[src/rtl/tm1638_pkg.sv]
// Shared definitions for the TM1638 serial-bus blocks (key reader now,
// display writer later): command byte, FSM states and the key decode.
package tm1638_pkg;

  localparam logic [7:0] CMD_READ_KEYS = 8'h42;
  localparam int         CMD_BITS      = 8;
  localparam int         READ_BITS     = 32;

  typedef enum logic [2:0] {
    ST_IDLE,
    ST_SETUP,
    ST_CMD,
    ST_TURN,
    ST_READ,
    ST_HOLD
  } state_e;

  // Collapse the four scan bytes into one bit per key: bits 0 and 4 of
  // each byte carry the keys actually wired on the clock board.
  function automatic logic [7:0] decode_keys8(input logic [31:0] k);
    logic [7:0] r;
    r = '0;
    for (int i = 0; i < 4; i++) begin
      r[i]     = k[8*i];
      r[i + 4] = k[8*i + 4];
    end
    return r;
  endfunction

endpackage

[src/rtl/tm1638_bit_timer.sv]
// Loadable 16-bit down-counter. tick_o is high on the last cycle of a
// period of (load_val_i + 1) cycles; reload on that cycle to chain periods.
module tm1638_bit_timer (
  input  logic        clk_i,
  input  logic        rst_ni,
  input  logic        load_i,
  input  logic [15:0] load_val_i,
  output logic        tick_o
);

  logic [15:0] cnt_q, cnt_d;

  assign tick_o = (cnt_q == 16'd0);

  // Load wins; otherwise count down and park at zero.
  always_comb begin
    cnt_d = cnt_q;
    if (load_i)             cnt_d = load_val_i;
    else if (cnt_q != 16'd0) cnt_d = cnt_q - 16'd1;
  end

  // Counter register.
  always_ff @(posedge clk_i or negedge rst_ni) begin
    if (!rst_ni) cnt_q <= 16'd0;
    else         cnt_q <= cnt_d;
  end

endmodule

[src/rtl/tm1638_key_reader.sv]
// TM1638 key-scan reader: sends read-keys command 0x42 LSB-first, turns
// the DIO bus around, clocks in four scan bytes and presents them as one
// 32-bit word with a single-cycle done strobe.
// Optional macro TM1638_KEYDECODE_EN adds the registered keys8 output.
module tm1638_key_reader
  import tm1638_pkg::*;
#(
  parameter int CLK_DIV  = 25,
  parameter int WAIT_CYC = 64
) (
  input  logic        clk,
  input  logic        RST,
  input  logic        start,
  output logic        busy,
  output logic        done,
  output logic [31:0] keys,
  output logic        tm_stb,
  output logic        tm_clk,
  output logic        tm_dio_out,
  output logic        tm_dio_oe,
  input  logic        tm_dio_in
`ifdef TM1638_KEYDECODE_EN
  ,
  output logic [7:0]  keys8
`endif
);

  localparam logic [15:0] HALF_LD = 16'(CLK_DIV - 1);
  localparam logic [15:0] TURN_LD = 16'(WAIT_CYC - 1);

  state_e      state_q, state_d;
  logic        phase_q, phase_d;   // 0 = tm_clk low half, 1 = high half
  logic [4:0]  bit_q, bit_d;
  logic [31:0] shreg_q, shreg_d;
  logic [31:0] keys_q, keys_d;
  logic        done_q, done_d;
  logic        tmr_load;
  logic [15:0] tmr_val;
  logic        tick;

  tm1638_bit_timer u_timer (
    .clk_i      (clk),
    .rst_ni     (RST),
    .load_i     (tmr_load),
    .load_val_i (tmr_val),
    .tick_o     (tick)
  );

  // Bus pins decode straight from registered state so the async reset
  // releases STB immediately and the device aborts the frame.
  always_comb begin
    tm_stb     = (state_q == ST_IDLE);
    tm_clk     = 1'b1;
    tm_dio_oe  = 1'b0;
    tm_dio_out = 1'b0;
    case (state_q)
      ST_SETUP: begin
        tm_dio_oe  = 1'b1;
        tm_dio_out = CMD_READ_KEYS[0];
      end
      ST_CMD: begin
        tm_clk     = phase_q;
        tm_dio_oe  = 1'b1;
        tm_dio_out = CMD_READ_KEYS[bit_q[2:0]];
      end
      ST_READ: tm_clk = phase_q;
      default: ;
    endcase
  end

  assign busy = (state_q != ST_IDLE);
  assign done = done_q;
  assign keys = keys_q;

  // Sequencer: every phase ends on a timer tick, which also reloads the
  // timer for the next phase. Bit index advances at the end of a high
  // half so DIO changes at the start of each low half.
  always_comb begin
    state_d  = state_q;
    phase_d  = phase_q;
    bit_d    = bit_q;
    shreg_d  = shreg_q;
    keys_d   = keys_q;
    done_d   = 1'b0;
    tmr_load = 1'b0;
    tmr_val  = HALF_LD;
    case (state_q)
      ST_IDLE: begin
        // done_q marks the return cycle; a start there is dropped.
        if (start && !done_q) begin
          state_d  = ST_SETUP;
          tmr_load = 1'b1;
        end
      end
      ST_SETUP: begin
        if (tick) begin
          state_d  = ST_CMD;
          phase_d  = 1'b0;
          bit_d    = 5'd0;
          tmr_load = 1'b1;
        end
      end
      ST_CMD: begin
        if (tick) begin
          tmr_load = 1'b1;
          if (!phase_q) begin
            phase_d = 1'b1;
          end else begin
            phase_d = 1'b0;
            if (bit_q == 5'(CMD_BITS - 1)) begin
              state_d = ST_TURN;
              tmr_val = TURN_LD;
            end else begin
              bit_d = bit_q + 5'd1;
            end
          end
        end
      end
      ST_TURN: begin
        if (tick) begin
          state_d  = ST_READ;
          phase_d  = 1'b0;
          bit_d    = 5'd0;
          tmr_load = 1'b1;
        end
      end
      ST_READ: begin
        if (tick) begin
          tmr_load = 1'b1;
          if (!phase_q) begin
            phase_d = 1'b1;
          end else begin
            // Last cycle of the high half: DIO has settled since the fall.
            phase_d = 1'b0;
            shreg_d = {tm_dio_in, shreg_q[31:1]};
            if (bit_q == 5'(READ_BITS - 1)) state_d = ST_HOLD;
            else                            bit_d   = bit_q + 5'd1;
          end
        end
      end
      ST_HOLD: begin
        if (tick) begin
          state_d = ST_IDLE;
          done_d  = 1'b1;
          keys_d  = shreg_q;
        end
      end
      default: state_d = ST_IDLE;
    endcase
  end

  // Sequencer and result registers.
  always_ff @(posedge clk or negedge RST) begin
    if (!RST) begin
      state_q <= ST_IDLE;
      phase_q <= 1'b0;
      bit_q   <= 5'd0;
      shreg_q <= '0;
      keys_q  <= '0;
      done_q  <= 1'b0;
    end else begin
      state_q <= state_d;
      phase_q <= phase_d;
      bit_q   <= bit_d;
      shreg_q <= shreg_d;
      keys_q  <= keys_d;
      done_q  <= done_d;
    end
  end

`ifdef TM1638_KEYDECODE_EN
  logic [7:0] keys8_q;

  // Decoded key byte, updated together with keys.
  always_ff @(posedge clk or negedge RST) begin
    if (!RST)        keys8_q <= '0;
    else if (done_d) keys8_q <= decode_keys8(keys_d);
  end

  assign keys8 = keys8_q;
`endif

endmodule

[config.mk]
export PLATFORM = sky130hd
export DESIGN_NAME = tm1638_key_reader
export DESIGN_NICKNAME = d
export VERILOG_FILES = /design/src/rtl/tm1638_pkg.sv /design/src/rtl/tm1638_bit_timer.sv /design/src/rtl/tm1638_key_reader.sv
export SDC_FILE = /design/constraint.sdc
export NUM_CORES = 1
export LEC_CHECK = 0
export CORE_MARGIN = 4
export CORE_UTILIZATION = 61
export CTS_CLUSTER_SIZE = 12
export DETAILED_ROUTE_END_ITERATION = 10
export PLACE_DENSITY = 0.83
export SLEW_MARGIN = 25
export SYNTH_ARGS = -nofsm -noshare
export SYNTH_HDL_FRONTEND = slang
export SYNTH_SLANG_ARGS = --single-unit
[constraint.sdc]
create_clock -name clk -period 4.1 [get_ports clk]
set_input_delay 0.615 -clock clk [delete_from_list [all_inputs] [get_ports clk]]
set_output_delay 0.615 -clock clk [all_outputs]
set_load 0.01 [all_outputs]
# [After elaboration in Yosys (flattened, before gate mapping)]
# Memories as Yosys holds them, arrays and structs flattened.
# Index checks and enable logic that the tools add are counted.
[word_totals] wordCells=87 romBits=8 in_bits=4 ram_bits=0 reg_bits=90 out_inout_bits=38 n_memories=1 latchBits=0
[memory_table] memory="(name not given)" depth=8 word_bits=1 rd=1 rd_ports_with_merged_regs=0 wr=0 line_no="tm1638_key_reader.sv:64" rtl="tm_dio_out = CMD_READ_KEYS[bit_q[2:0]];"
[classes] n_reduce_logical=18 multipliers=0 n_shift=0 eq_ne=21 div=0 add_sub_neg=2 magnitude_cmp=1 bitwise_logic=0 mux=37
[op_table] op="5-bit 2-to-1 mux" n=7
[op_table] op="16-bit 2-to-1 mux" n=2
[op_table] op="3-bit 2-to-1 mux" n=10
[op_table] op="6-bit 2-to-1 mux" n=4
[op_table] op="2-bit inequality test (second input constant)" n=11
[op_table] op="3-bit one-hot mux with 6 select lines" n=1
[op_table] op="16-bit logical NOT" n=1
[op_table] op="16-bit nonzero test" n=1
[op_table] op="16-bit by 1-bit subtractor with 16-bit output (second input constant)" n=1
[op_table] op="5-bit one-hot mux with 3 select lines" n=1
[op_table] op="1-bit 2-to-1 mux" n=10
[op_table] op="10-bit AND reduction" n=1
[op_table] op="8-bit AND reduction" n=1
[op_table] op="3-bit by 2-bit == test with 1-bit output (second input constant)" n=2
[op_table] op="3-bit == test (second input constant)" n=2
[op_table] op="2-bit by 1-bit inequality test with 1-bit output (second input constant)" n=3
[op_table] op="3-bit AND reduction" n=2
[op_table] op="3-bit nonzero test" n=2
[op_table] op="2-bit OR reduction" n=3
[op_table] op="5-bit by 1-bit adder with 5-bit output (second input constant)" n=1
[op_table] op="5-bit by 3-bit == test with 1-bit output (second input constant)" n=1
[op_table] op="5-bit == test (second input constant)" n=1
[op_table] op="3-bit by 4-bit less-than comparator with 1-bit output (second input constant)" n=1
[op_table] op="1-bit one-hot mux with 2 select lines" n=2
[op_table] op="7 further kinds" n=8

# [Logic depth before layout (Yosys ltp)]
[logic_depth] depth_word=6 depth_mapped=9 mapped_depth_nobuf=8

# [Hierarchy]
# A second synthesis with hierarchy kept.
[hier_totals] hier_cells=388 area_unflattened_um2=4167.7
[modules_own_cells] module="tm1638_key_reader" area_per_inst_um2=3161.8 instances=1 seq_area_each_um2=1851.8 cells_each=284
[modules_own_cells] module="tm1638_bit_timer" area_per_inst_um2=1006.0 instances=1 seq_area_each_um2=400.4 cells_each=104

# [Worst setup path before layout]
# OpenSTA, ideal clock, no wires.
[synth_path] path_type="reg-to-reg" startpoint="register u_timer.cnt_q[8]" endpoint="register shreg_q[10]" synth_period_minus_slack_ns=2.311 arrival_time_ns=2.186 path_slack_ns=1.789 path_stages_with_launch=7 required_ns=3.975 n_path_buf=2 cell_sequence="dfrtp_1 -> or4_1 -> buf_2 -> nor4_4 -> nand4_4 -> buf_6 -> mux2_4"
[synth_via] elab_chain_len=2
[synth_rtl] item="start: declaration" line_no="tm1638_bit_timer.sv:11" rtl="logic [15:0] cnt_q, cnt_d;"
[synth_rtl] item="start signal: assignment" line_no="tm1638_bit_timer.sv:25" rtl="else cnt_q <= cnt_d;"
[synth_rtl] item="16-bit logical NOT" line_no="tm1638_bit_timer.sv:13" rtl="assign tick_o = (cnt_q == 16'd0);"
[synth_rtl] item="3-bit AND reduction (no line)"
[synth_rtl] item="end signal: assignment" line_no="tm1638_key_reader.sv:165" rtl="shreg_q <= shreg_d;"
[synth_rtl] item="end: declaration" line_no="tm1638_key_reader.sv:34" rtl="logic [31:0] shreg_q, shreg_d;"
# Every way passes these cells.
# A chain may end at the register's enable or synchronous reset.

# [Worst setup path after layout]
[layout_path] startpoint="register u_timer.cnt_q[8]" endpoint="register shreg_q[23]"
# Same word-level chain as after synthesis.

==> run metrics <==
drt drc 0; Setup CP Type flip-flop to flip-flop; Routed WL 7.47 mm; Final Skew 0.0126 ns; Routed Antenna Nets 0; Async S/R FF share, synth 100%; remaining global-route overflow 0; flops & latches, synth 90; synthesized cell area 4090 um2; first-pass GRT wire length 12.8 mm; mux contribution to synthesized area 12.4%; Die W 89.9 um; H-tree depth 3; Via Count 2751; DRT iter0 DRCs 145; post-synth top area cell dfrtp_1; Post-CTS Setup Inserts 0; placed cell areas 4530 um2; CP Launch Point u_timer.cnt_q[8]; die area 8080 um2; Resized cells post-CTS 0; post-synthesis xor/xnor area fraction 3.43%; vias per cell 5.47; Total Power Consumption 2.02 mW; Pwr Density 430 nW/um2; unrepaired setup endpoints after global routing false; initial antenna violation count 0; CTS clk-pin slew, worst paths 0.09 ns; final net count 431; layout cells sized above 1 14.8%; final standard cell area without fillers 4710 um2; synthesis-to-finish area growth 15.0%; post-synth cell types 38; commonest non-fill, non-tap cells in the layout nand2_1 (110), dfrtp_1 (90), clkdlybuf4s50_1 (40); f_max 333 MHz; HPWL Detailed 5.06 mm; Synth Area in Compound Gates 3.09%; fin. max-slew vios 0; setup TNS 0 ns; Period Utilization, post-route 73.2%; hold buffer count at cts 0; clock buffer depth 2; top post-synthesis cells by area dfrtp_1 (55%), nand2_1 (10%), mux2_4 (7.7%), mux2_2 (4.4%), xnor2_1 (3.0%); Max-Cap Viols 0; CP startpoint kind flip-flop; CTS buffer count 9; I/O pins 42; pin count of the biggest net entering global routing 74; Avg Inst Size Synth 10.7 um2; largest family of logic cells by synthesized area simple AND/OR/NAND/NOR gates; Primary FF master, synth dfrtp_1; final setup fails 0; Clock Latency Late Sink 0.36 ns; largest fanout on the critical path 32; worst path required time 4.34 ns; Slew @ Worst Pin 0.900 ns; Post-Synthesis Cells 382; LEAKAGE 2.38 nW; crit end category flip-flop; GR Util All Layers 19.4%; post-DR wirelength/cell 14.8 um; CTS tree built; HP Class input pin to async pin; Syn Nets 392; Rel. slew slack 40.0%; Worst R2R Start u_timer.cnt_q[8]; core outline area 6420 um2; Arr. time, crit path 3.24 ns; minimum clock period 3.00 ns; top-area cell type share of the netlist area 55.0%; Detailed Routing Iterations Pass 1 4; sequential-to-total area share from yosys stat 55.0%; adder-cell share of the synthesized area 1.83%; Starting Density 63.7%; clock root buffer clkbuf_8; ANT cells 0; status finished, final reports clean; Final Wtd Congestion 0.799; YS warnings 0; EDFF count, synth 0; row cnt 29; # clock sinks 90; vias in the first global route 2731; Final Hold Fails 0; Simple-Gate Fraction of Synth Area 21.3%; Worst IR Drop VDD 0.000266 V; commonest non-fill, non-tap cell in the layout nand2_1; IO buf count 41; die height 89.9 um
cell type report:
type                    count  area (um2)
flip-flops and latches     90        2250
clock inverters             6        48.8
clock buffers              10         128
multi-input cells         269        1720
repair buffers             45         438
inverters                   6        22.5
fillers                   460        1720
well taps                  77        96.3
cell families after synthesis:
logic type,count (synthesis)
adder cells (fa/ha/maj),6
multiplexers,38
buffers and inverters,23
AO/OA/AOI/OAI,21
AND/OR/NAND/NOR,188
flip-flops,90
XOR/XNOR,16
through the flow:
stage	worst slack [ns]	std cells	util [%]	hold WS [ns]
CTS	1.09	503	73.3	0.406
floorplan	1.79	382	-	0.319
global placement	1.16	487	70.5	0.452
finish	1.10	503	73.3	0.367
detailed placement	1.09	487	70.5	0.455
global route	0.954	503	73.3	0.437
worst max-delay path, cell delays in order, from the launching register on:
cell	delay [ns]
dfrtp_1	0.42
or4_1	0.70
nor4_4	0.58
nand4_4	0.64
mux2_4	0.53
power by group:
part           switching, mW  total, mW  internal [mW]
sequential            0.0866       1.03          0.940
clock                  0.321      0.547          0.226
combinational          0.250      0.449          0.199
synthesized netlist by cell type, types with 2 or more instances:
cell type,n
clkbuf_1,6
nor2b_1,4
buf_2,8
o21ai_0,7
nand2_1,110
nor4_1,4
mux2_2,16
xnor2_1,14
or4_1,3
buf_6,3
inv_1,6
xor2_1,2
dfrtp_1,90
nor4b_1,3
a21oi_1,4
nor4_4,2
o22ai_1,2
nor2_1,31
a31oi_1,2
mux2_4,21
nand3_1,8
and3_1,4
nand2b_1,5
nor3_1,6
ha_1,6
or3b_2,2
or3_1,2
state kept, by name, indices dropped and copies added (netlist names):
name and count:
bit_q 5, done 1, keys 32, phase_q 1, shreg_q 32, state_q 3
u_timer.cnt_q 16
per-layer routing:
metal  vias to the layer above  track usage [%]  wire (um)
met3                        10             4.42        333
met5                         -                0          0
met4                         0             7.78        108
met2                        62             30.2       3520
li1                       1350                -          -
met1                      1329             26.6       3500
final timing paths:
kind | to | slack, ns | cells past startpoint
max in group asynchronous | keys[0] | 2.93 | 2
max | shreg_q[23] | 1.10 | 4
min reg2reg | keys[5] | 0.47 | 2
min | u_timer.cnt_q[5] | 0.37 | 1
min in group clk | keys[5] | 0.47 | 2
max reg2reg | shreg_q[23] | 1.10 | 4
Note: power is estimated with default switching activity, not from simulation.
==> variant: new RTL, same flow settings <==
Build with the macro `TM1638_KEYDECODE_EN` defined.
--- a/src/rtl/tm1638_key_reader.sv
+++ b/src/rtl/tm1638_key_reader.sv
@@ -2,6 +2,8 @@
 // the DIO bus around, clocks in four scan bytes and presents them as one
 // 32-bit word with a single-cycle done strobe.
 // Optional macro TM1638_KEYDECODE_EN adds the registered keys8 output.
+`define TM1638_KEYDECODE_EN
+
 module tm1638_key_reader
   import tm1638_pkg::*;
 #(
Check against the original RTL (old outputs only; new: keys8): equivalent (Yosys induction, for registers that start in step).
==> variant against the original RTL <==
- area after synthesis grew 2.6%
- sequential share of layout area up 1.7 points
- worst setup slack better by 0.21 ns
- worst hold slack gained 0.017 ns
- via count increased by 10%
- sequential cell count is 8 higher
- largest cell class unchanged
- highest routed layer unchanged
- cell area rose by 5.1%
- routed wire length grew 11%
- critical path type unchanged
Power is not compared: it rests on default switching activity, and its combinational part moved more than twofold at a synthesized area within 25%.
==> variant: results (changes against the original RTL) <==
post-synthesis cell type count=40 (was 38); worst hold path class=input port to async pin (unchanged); EDFF count, synth=0 (unchanged); Net Count, Synth=415 (was 392); mux contribution to synthesized area=9.33% (was 12.4%); Worst slew margin=40.0% (about the same); fraction of registers with async set or reset after synthesis=100% (unchanged); NumNets Final=462 (was 431); post-synthesis sequential area ratio=58.4% (was 55.0%); first-pass GRT wire length=14300 um (was 12800 um); Routed Wire Length=8290 um (was 7470 um); Post-DP Area=0.00475 mm^2 (was 0.00453 mm^2); final clock skew=0.00941 ns (was 0.0126 ns); ys flop type=dfrtp_1 (unchanged); Via density=5.66 (was 5.47); number of port buffers=49 (was 41); Crit Path Max Fanout=7 (was 32); layout cell share with drive strength beyond 1=10.1% (was 14.8%); worst-skew pair later-pin latency=0.35 ns; drt first pass iters=4 (unchanged); status=completed (unchanged); Leak Pwr=0.00252 uW; row cnt=29 (unchanged); Total GRT Usage=21.4% (was 19.4%); Critical Path Max Stage Delay=0.60 ns (was 0.70 ns); crit path DAT=3.03 ns (was 3.24 ns); area share of fa/ha/maj cells after synthesis=1.79% (was 1.83%); H-Tree Depth=3 (unchanged); largest net degree at the start of global routing=75 (was 74); Syn Area/Cell=10.4 um^2 (was 10.7 um^2); Synth Area in Compound Gates=2.68% (was 3.09%); placed cells=518 (was 487); initial DRC count=218 (was 145); post-DP HPWL=5730 um (was 5060 um); antenna violations before repair=0 (unchanged); top post-synthesis cells by count=129 x nand2_1, 98 x dfrtp_1, 22 x nor2_1, 20 x mux2_2 (was 110 x nand2_1, 90 x dfrtp_1, 31 x nor2_1, 21 x mux2_4, 16 x mux2_2); Place WS=1.34 ns (was 1.09 ns); Max VDD drop=0.256 mV; CTS resizes=0 (unchanged); Clock Tree Root=clkbuf_8 (unchanged); Post-Synth XOR/XNOR Area=2.50% (was 3.43%); TritonCTS buffer count=9 (unchanged); clk slew on worst S/H paths=0.10 ns; gpl congestion=0.856 (was 0.799); slowest CP cell=or4_4 (was or4_1); largest cells by area after synthesis=dfrtp_1 58%, nand2_1 12%, mux2_2 5.4% (was dfrtp_1 55%, nand2_1 10%, mux2_4 7.7%); Longest Clk Path Bufs=2 (unchanged); Yosys warnings=0 (unchanged); antenna cell count=0 (unchanged); Post-CTS Setup Bufs=0 (unchanged); drt wl/cell=15.5 um (was 14.8 um); vias in the first global route=3010 (was 2731)
==> variant: cell types whose count changed in the layout (fill, tap and decap cells not counted), sizes merged, moves of 3 or more <==
cell / change
mux2: -4
or3: +4
dfrtp: +8
or4: +3
nand2: +19
nor2: -9
xnor2: -4
clkdlybuf4s50: +8
nor4: +4
==> variant: report_power, final <==
group	total [uW]	internal [uW]	switching, uW
Sequential	966	966	0
Combinational	21.3	2.90	18.4
Clock	588	250	338
Total	1570	1220	356
==> variant: worst paths after layout <==
path / end / slack (ns) / start / cells past startpoint
worst max register to register: bit_q[3] / 1.31 / u_timer.cnt_q[13] / 5
worst min register to register: keys[10] / 0.47 / keys[10] / 2
worst min-delay path: done / 0.38 / RST / 1
min in group clk: keys[10] / 0.47 / keys[10] / 2
worst max-delay path: bit_q[3] / 1.31 / u_timer.cnt_q[13] / 5
max in group asynchronous: shreg_q[28] / 2.82 / RST / 2
==> variant: cells by family (layout without fill, tap and decap cells) <==
kind of cell               Yosys count  after routing
AOI/OAI and AO/OA                   19             19
xor gates and xnor gates            12             12
muxes                               35             35
and+or+nand+nor                    211            211
DFF                                 98             98
adders and majority gates            6              6
buffers and inverters               24             76
==> variant: final cells by class <==
class / count / area [um^2]
timing repair buffer: 53 / 518
sequential: 98 / 2450
inverter: 7 / 26.3
fill: 452 / 1590
tap: 77 / 96.3
clock buffer: 10 / 138
multi-input combinational: 283 / 1660
clock inverter: 6 / 56.3
==> variant: routing by layer <==
metal  vias up  global-route usage, %  part of all wire [%]
met5         -                      0                     0
met1      1486                   28.9                    44
met3         9                   3.39                   3.5
met4         0                   8.04                   1.2
li1       1453                      -                     -
met2        77                   35.4                    51
==> variant: critical path: cells and delay by family (launching register included) <==
kind	cells	cell delay (ns)
and+or+nand+nor	4	1.95
DFF	1	0.41
AOI/OAI and AO/OA	1	0.31
